==> src/rtl/ising_job_sched.sv <==
// Job scheduler for a bank of Ising cores: a descriptor FIFO feeds idle cores
// round-robin, each core walks IDLE -> START -> RUN -> REPORT, and completions
// (done or timeout) are reported one at a time over a valid/ready channel.
module ising_job_sched #(
  parameter int NumCores     = 4,
  parameter int JobWidth     = 32,
  parameter int QueueDepth   = 4,
  parameter int TimeoutWidth = 16
) (
  input  logic                            clk_i,
  input  logic                            rst_ni,
  input  logic                            en_i,
  input  logic [TimeoutWidth-1:0]         timeout_i,
  input  logic                            job_valid_i,
  output logic                            job_ready_o,
  input  logic [JobWidth-1:0]             job_data_i,
  output logic [NumCores-1:0]             core_start_o,
  output logic [JobWidth-1:0]             core_job_o,
  output logic [NumCores-1:0]             core_abort_o,
  input  logic [NumCores-1:0]             core_done_i,
  output logic                            done_valid_o,
  input  logic                            done_ready_i,
  output logic [$clog2(NumCores)-1:0]     done_core_o,
  output logic                            done_timeout_o,
  output logic [$clog2(QueueDepth):0]     queue_cnt_o,
  output logic                            idle_o
);

  localparam int CoreW = $clog2(NumCores);
  localparam int PtrW  = $clog2(QueueDepth);
  localparam int CntW  = PtrW + 1;

  typedef enum logic [1:0] {IDLE, START, RUN, REPORT} core_state_t;

  // Job queue storage and bookkeeping
  logic [JobWidth-1:0] queue_mem [QueueDepth];
  logic [PtrW-1:0]     wr_ptr_reg, rd_ptr_reg;
  logic [CntW-1:0]     count_reg;
  logic [JobWidth-1:0] start_job_reg;
  logic                push;

  // Dispatch arbitration
  logic [CoreW-1:0]    rr_ptr_reg;
  logic [CoreW-1:0]    disp_idx, disp_cand;
  logic                disp_found, dispatch;

  // Report arbitration and the latched report
  logic [CoreW-1:0]    rep_ptr_reg;
  logic [CoreW-1:0]    rep_idx, rep_cand;
  logic                rep_found, release_rep;
  logic                done_valid_reg, done_tmo_reg;
  logic [CoreW-1:0]    done_core_reg;

  // Per-core status gathered from the core FSMs
  logic [NumCores-1:0] idle_vec, report_vec, tmo_vec;

  assign job_ready_o    = (count_reg < CntW'(QueueDepth));
  assign push           = job_valid_i && job_ready_o;
  assign queue_cnt_o    = count_reg;
  assign core_job_o     = start_job_reg;
  assign done_valid_o   = done_valid_reg;
  assign done_core_o    = done_core_reg;
  assign done_timeout_o = done_tmo_reg;
  assign idle_o         = (count_reg == '0) && (&idle_vec);
  assign release_rep    = done_valid_reg && done_ready_i;

  // Pick the first idle core at or after rr_ptr, wrapping around
  always_comb begin
    disp_found = 1'b0;
    disp_idx   = '0;
    disp_cand  = '0;
    for (int i = 0; i < NumCores; i++) begin
      disp_cand = CoreW'((int'(rr_ptr_reg) + i) % NumCores);
      if (!disp_found && idle_vec[disp_cand]) begin
        disp_found = 1'b1;
        disp_idx   = disp_cand;
      end
    end
    dispatch = en_i && (count_reg != '0) && disp_found;
  end

  // Pick the first reporting core at or after rep_ptr, wrapping around
  always_comb begin
    rep_found = 1'b0;
    rep_idx   = '0;
    rep_cand  = '0;
    for (int i = 0; i < NumCores; i++) begin
      rep_cand = CoreW'((int'(rep_ptr_reg) + i) % NumCores);
      if (!rep_found && report_vec[rep_cand]) begin
        rep_found = 1'b1;
        rep_idx   = rep_cand;
      end
    end
  end

  // Queue pointers, occupancy, dispatch pointer and the one-cycle start descriptor
  always_ff @(posedge clk_i or negedge rst_ni) begin
    if (!rst_ni) begin
      wr_ptr_reg    <= '0;
      rd_ptr_reg    <= '0;
      count_reg     <= '0;
      rr_ptr_reg    <= '0;
      start_job_reg <= '0;
    end else begin
      if (push) wr_ptr_reg <= wr_ptr_reg + 1'b1;
      if (dispatch) begin
        rd_ptr_reg <= rd_ptr_reg + 1'b1;
        rr_ptr_reg <= (disp_idx == CoreW'(NumCores - 1)) ? '0 : disp_idx + 1'b1;
      end
      case ({push, dispatch})
        2'b10:   count_reg <= count_reg + 1'b1;
        2'b01:   count_reg <= count_reg - 1'b1;
        default: count_reg <= count_reg;
      endcase
      start_job_reg <= dispatch ? queue_mem[rd_ptr_reg] : '0;
    end
  end

  // Queue storage write port; no reset so it maps onto RAM
  always_ff @(posedge clk_i) begin
    if (push) queue_mem[wr_ptr_reg] <= job_data_i;
  end

  // Report channel: latch a selection when idle, release it on handshake
  always_ff @(posedge clk_i or negedge rst_ni) begin
    if (!rst_ni) begin
      done_valid_reg <= 1'b0;
      done_core_reg  <= '0;
      done_tmo_reg   <= 1'b0;
      rep_ptr_reg    <= '0;
    end else if (release_rep) begin
      done_valid_reg <= 1'b0;
      rep_ptr_reg    <= (done_core_reg == CoreW'(NumCores - 1)) ? '0 : done_core_reg + 1'b1;
    end else if (!done_valid_reg && rep_found) begin
      done_valid_reg <= 1'b1;
      done_core_reg  <= rep_idx;
      done_tmo_reg   <= tmo_vec[rep_idx];
    end
  end

  for (genvar gi = 0; gi < NumCores; gi++) begin : g_core
    core_state_t             state_reg, state_next;
    logic [TimeoutWidth-1:0] run_cnt_reg, run_cnt_next;
    logic                    tmo_flag_reg, tmo_flag_next;
    logic                    tmo_hit, abort_pulse;

    // The counter holds the number of RUN cycles already completed
    assign tmo_hit = (timeout_i != '0) && (run_cnt_reg == timeout_i - 1'b1);

    assign core_start_o[gi] = (state_reg == START);
    assign core_abort_o[gi] = abort_pulse;
    assign idle_vec[gi]     = (state_reg == IDLE);
    assign report_vec[gi]   = (state_reg == REPORT);
    assign tmo_vec[gi]      = tmo_flag_reg;

    // Core state, run counter and timeout flag registers
    always_ff @(posedge clk_i or negedge rst_ni) begin
      if (!rst_ni) begin
        state_reg    <= IDLE;
        run_cnt_reg  <= '0;
        tmo_flag_reg <= 1'b0;
      end else begin
        state_reg    <= state_next;
        run_cnt_reg  <= run_cnt_next;
        tmo_flag_reg <= tmo_flag_next;
      end
    end

    // Core lifecycle; a done in the timeout cycle takes priority over the abort
    always_comb begin
      state_next    = state_reg;
      run_cnt_next  = run_cnt_reg;
      tmo_flag_next = tmo_flag_reg;
      abort_pulse   = 1'b0;
      case (state_reg)
        IDLE: begin
          if (dispatch && (disp_idx == CoreW'(gi))) state_next = START;
        end
        START: begin
          state_next   = RUN;
          run_cnt_next = '0;
        end
        RUN: begin
          if (core_done_i[gi]) begin
            state_next    = REPORT;
            tmo_flag_next = 1'b0;
          end else if (tmo_hit) begin
            state_next    = REPORT;
            tmo_flag_next = 1'b1;
            abort_pulse   = 1'b1;
          end else if (run_cnt_reg != '1) begin
            run_cnt_next = run_cnt_reg + 1'b1;
          end
        end
        REPORT: begin
          if (release_rep && (done_core_reg == CoreW'(gi))) state_next = IDLE;
        end
        default: state_next = IDLE;
      endcase
    end
  end

endmodule

==> config.mk <==
export PLATFORM = sky130hd
export DESIGN_NAME = ising_job_sched
export DESIGN_NICKNAME = d
export VERILOG_FILES = /design/src/rtl/ising_job_sched.sv
export SDC_FILE = /design/constraint.sdc
export NUM_CORES = 1
export LEC_CHECK = 0
export CAP_MARGIN = 30
export CORE_AREA = 3 3 158 160
export DETAILED_ROUTE_END_ITERATION = 12
export DIE_AREA = 0 0 161 163
export HOLD_SLACK_MARGIN = 0.08
export PLACE_DENSITY_LB_ADDON = 0.08
export SYNTH_ARGS = -nofsm -noshare
export SYNTH_HDL_FRONTEND = slang
export SYNTH_SLANG_ARGS = --single-unit
export TNS_END_PERCENT = 50
==> constraint.sdc <==
create_clock -name clk_i -period 10.1 [get_ports clk_i]
set_clock_uncertainty 0.2 [all_clocks]
set_input_delay 2.02 -clock clk_i [delete_from_list [all_inputs] [get_ports clk_i]]
set_output_delay 2.02 -clock clk_i [all_outputs]
set_load 0.02 [all_outputs]
## Word-level counts from Yosys, hierarchy flattened

Memories as Yosys holds them, arrays and structs flattened.
Index checks and enable logic that the tools add are counted.

| word-level totals | value |
|---|---|
| flip-flop bits (word level) | 123 |
| bits in writable memories | 128 |
| input port bits | 57 |
| logic and storage cells | 264 |
| memories kept | 1 |

| cells by class | value |
|---|---|
| $add $sub $neg | 17 |
| order comparisons | 10 |
| equal/unequal tests | 52 |
| muxes and demuxes | 98 |
| bitwise gates (word level) | 1 |
| reduce and logical (&&, ||, !) cells | 64 |

Memories:

| name | depth | bits a word | read ports | clocked after memory_dff | wr ports | RTL line | text |
|---|---|---|---|---|---|---|---|
| queue_mem | 4 | 32 | 1 | 0 | 1 | 36 | `logic [JobWidth-1:0] queue_mem [QueueDepth];` |

Operator list:

| cell | number |
|---|---|
| $mux W16 | 12 |
| $pmux W16 S2 | 4 |
| $add A16 B1 Y16 const B | 4 |
| $eq A16 B16 Y1 | 4 |
| $ne A16 B16 Y1 const B | 4 |
| $mux W2 | 26 |
| $mux W1 | 41 |
| $mux W32 | 1 |
| $pmux W2 S4 | 4 |
| $lt A2 B3 Y1 const B | 9 |
| $eq A2 B2 Y1 const B | 13 |
| $logic_and A1 B1 Y1 | 24 |
| $ne A2 B2 Y1 const B | 12 |
| $reduce_and A4 Y1 | 5 |
| $reduce_bool A2 Y1 | 10 |
| $bmux W1 S2 | 9 |
| $ne A2 B1 Y1 const B | 8 |
| $reduce_bool A16 Y1 | 1 |
| $sub A16 B1 Y16 const B | 1 |
| $eq A2 B1 Y1 const B | 7 |
| $add A2 B1 Y2 const B | 6 |
| $logic_not A2 Y1 | 6 |
| $ne A3 B3 Y1 const B | 4 |
| $reduce_and A3 Y1 | 4 |
| 10 further kinds | 23 |

## Longest topological paths before layout

| logic depth | value |
|---|---|
| depth in word-level cells | 17 |
| mapped depth | 14 |
| mapped depth without buffers | 11 |

## Least setup slack after synthesis

OpenSTA, ideal clock, no wires.

| path | value |
|---|---|
| kind | input to output |
| start | in timeout_i[0] |
| end | out core_abort_o[0] |
| arrival time | 4,613 ps |
| data required time | 7,880 ps |
| path slack | 3,267 ps |
| stages | 13 |
| path buffers | 4 |
| cells stage by stage | buf_2 > inv_1 > ha_1 > or3b_1 > buf_2 > nor3_1 > xnor2_1 > xnor2_1 > a2111oi_0 > nand3_1 > clkbuf_1 > nor2_1 > buf_4 |

| on the way | value |
|---|---|
| cells in the longest elaborated chain, start to end | 6 |

Ends and longest elaborated chain:

| what | RTL line | text |
|---|---|---|
| start: declaration | 13 | `input logic [TimeoutWidth-1:0] timeout_i,` |
| $sub A16 B1 Y16 | 148 | `assign tmo_hit = (timeout_i != '0) && (run_cnt_reg == timeout_i - 1'b1);` |
| $eq A16 B16 Y1 | 148 |  |
| $logic_and A1 B1 Y1 (*) | 148 |  |
| $mux W1 (*) | 187 | `end else if (tmo_hit) begin` |
| $mux W1 (*) | 184 | `if (core_done_i[gi]) begin` |
| $mux W1 (*) | 175 | `case (state_reg)` |
| end: declaration | 19 | `output logic [NumCores-1:0] core_abort_o,` |

Every way passes the cells marked *; elsewhere a longest branch is shown, timed or not.

## Final worst setup path

Same ends and word-level chain as after synthesis.

==> impl_metrics.ini <==
[final_layout]
instances_no_fill = 1444
fillerInstances = 1860
utilization_pct = 64.03
seqCellArea_mm2 = 0.006923
area_delta_synth_final_pct = 17.03
layout-drive-gt1-share_pct = 11.11
final_common_cell = edfxtp_1
fin_nets = 1201
antennaDiodeCount = 0
final_cell_mix = edfxtp_1 (128), dfrtp_1 (122), clkdlybuf4s50_1 (104)
multi_input_area_mm2 = 0.005564
largest_reg_flops = 128

[global_route]
grt.total_usage_pct = 22.22
antenna_found_initial = 0
grt_pass1_vias = 8415
grt_pass1_wl_mm = 46.11
grt_overflow = 0
grt_max_degree = 68

[setup_path]
cp_slowest_cell = clkdlybuf4s50_1
crit_family = simple AND/OR/NAND/NOR gates
cp-end-kind = output pin
critPathBufInv = 3
cpPeakStageDelay_ns = 0.63
path_max_fanout = 14
path_cells = clkdlybuf4s50_1, inv_1, ha_1, or3b_1, nor3_1, xnor2_1, xnor2_1, a2111oi_0, nand3_1, nor2_1, clkdlybuf4s50_1
cp-start-kind = primary input
path_class = primary input to output pin
worstPathArrival_ns = 6.11
worstPathRequired_ns = 7.88

[die]
initial_core_util_pct = 54.71
die_h_um = 163
row_count = 56
io_pins = 106
die_x_um = 161
dieArea_mm2 = 0.02624
core_mm2 = 0.02354

[place]
place_inst = 1394
routabilityCongestion = 0.8905
hpwl_mm = 19.50
portBuffers = 105
dp_slack_ns = 1.722

[synthesis]
synthesis.nets = 1113
synth_edf_count = 128
synth_warnings = 0
avgSynthCellArea_um2 = 12.68
ys_seq_area_share_pct = 53.73
yosysTopAreaCell = edfxtp_1
yosys.cell_types.count = 74
async_flop_share_pct = 49.00
synth_cells = 1016
synthTopCellsByArea = edfxtp_1 (30%), dfrtp_1 (24%), mux4_2 (5.6%), ha_1 (3.8%), xnor3_1 (3.7%)
synth_seq_cells = 251
synth_top_area_share_pct = 29.84
syn-cell-area_mm2 = 0.01288
synthFlopType = edfxtp_1

[cts]
cts_hold_buf = 0
clk_latency_ns = 0.54
post_cts_buffers = 0
htree_levels = 1
cts_buffers = 27
cts_tree = built
cts_resized = 0
clockBufferDepth = 3
root_buffer = clkbuf_16
clkTransAtPathRegs_ns = 0.06
cts.sinks = 251

[status]
status = complete, no violations

[timing]
maxSlewViolCount = 0
relSlewSlack_pct = 33.48
setup-tns-final_ns = 0
grt_setup_unrepaired = false
min_period_ns = 8.328
setup_slack_ns = 1.772
final.period_utilization_pct = 82.45
finalHoldViolCount = 0
worst_pin_slew_ns = 0.9932
setup-violations-final = 0
hold_ws_ns = 0.2915
max_freq_mhz = 120.1

[route]
drt_wl_total_mm = 28.47
viasPerCell = 5.802
drt_iter0_drc = 585
ant_nets = 0
routedWlPerCell_um = 19.72
drc = 0
drtPass1Iterations = 7
vias = 8378

[min_path]
min_path_type = flop to flop

[run]
drv_cap = 0

[pwr]
worst_ir_drop_vdd_uv = 224.7
power_density_mw_per_mm2 = 241.7
p_leak_uw = 0.006057
-- area by class of cell --
| cell class | count | share of cell area [%] |
|---|---|---|
| Multi-Input combinational cell | 675 | 36.91 |
| Inverter | 33 | 0.8217 |
| Sequential cell | 251 | 45.92 |
| Tap cell | 319 | 2.648 |
| Clock inverter | 16 | 1.179 |
| Timing Repair Buffer | 116 | 7.528 |
| Clock buffer | 34 | 4.988 |
-- Yosys cell counts, drive strengths merged (14+ instances only) --
master and instances:
a21oi 39, and2 39, and3 29, buf 24, clkbuf 33, dfrtp 123, edfxtp 128, ha 39
inv 33, mux2i 28, mux4 32, nand2 83, nand2b 17, nand3 37, nor2 42, nor3 15
nor4 16, o21ai 14, xnor2 46, xnor3 21, xor2 19
-- worst paths after layout --
kind	startpoint	endpoint	slack [ns]	cells past startpoint
max in group asynchronous	rst_ni	rd_ptr_reg[0]$_DFFE_PN0P_	7.14	2
max	timeout_i[0]	core_abort_o[0]	1.77	11
min	queue_cnt_o[0]$_DFFE_PN0P_	queue_cnt_o[0]$_DFFE_PN0P_	0.29	1
max reg2reg	g_core[0].state_reg[0]$_DFFE_PN0P_	g_core[3].state_reg[1]$_DFFE_PN0P_	6.74	10
min in group asynchronous	rst_ni	g_core[2].run_cnt_reg[0]$_DFFE_PN0P_	1.27	1
min reg2reg	queue_cnt_o[0]$_DFFE_PN0P_	queue_cnt_o[0]$_DFFE_PN0P_	0.29	1
-- per-layer routing --
metal,up-vias,wire length (um),GRT usage (%)
met3,47,1755,4.349
met2,212,14270,38.79
met5,-,0,0
met4,0,690,5.749
met1,4169,11760,28.77
li1,3950,-,-
-- power breakdown --
part / total, uW / internal [uW] / switching (uW)
Combinational: 1250 / 560 / 689
Clock: 1010 / 606 / 403
Sequential: 1390 / 1280 / 105
Total: 3640 / 2450 / 1200
-- cell families after synthesis --
kind of cell,synth area share [%]
compound gates,7.169
flops,53.73
mux,8.470
xor+xnor,8.334
buf+inv,3.069
fa+ha+maj,3.944
simple gates,15.28
-- through the flow --
step	total power [uW]	instance area, um2
finish	3644	15070
global route	3863	15070
CTS	3697	15070
detailed placement	2668	14140
global placement	2654	14140
floorplan	2233	12880
Note: power is estimated with default switching activity, not from simulation.
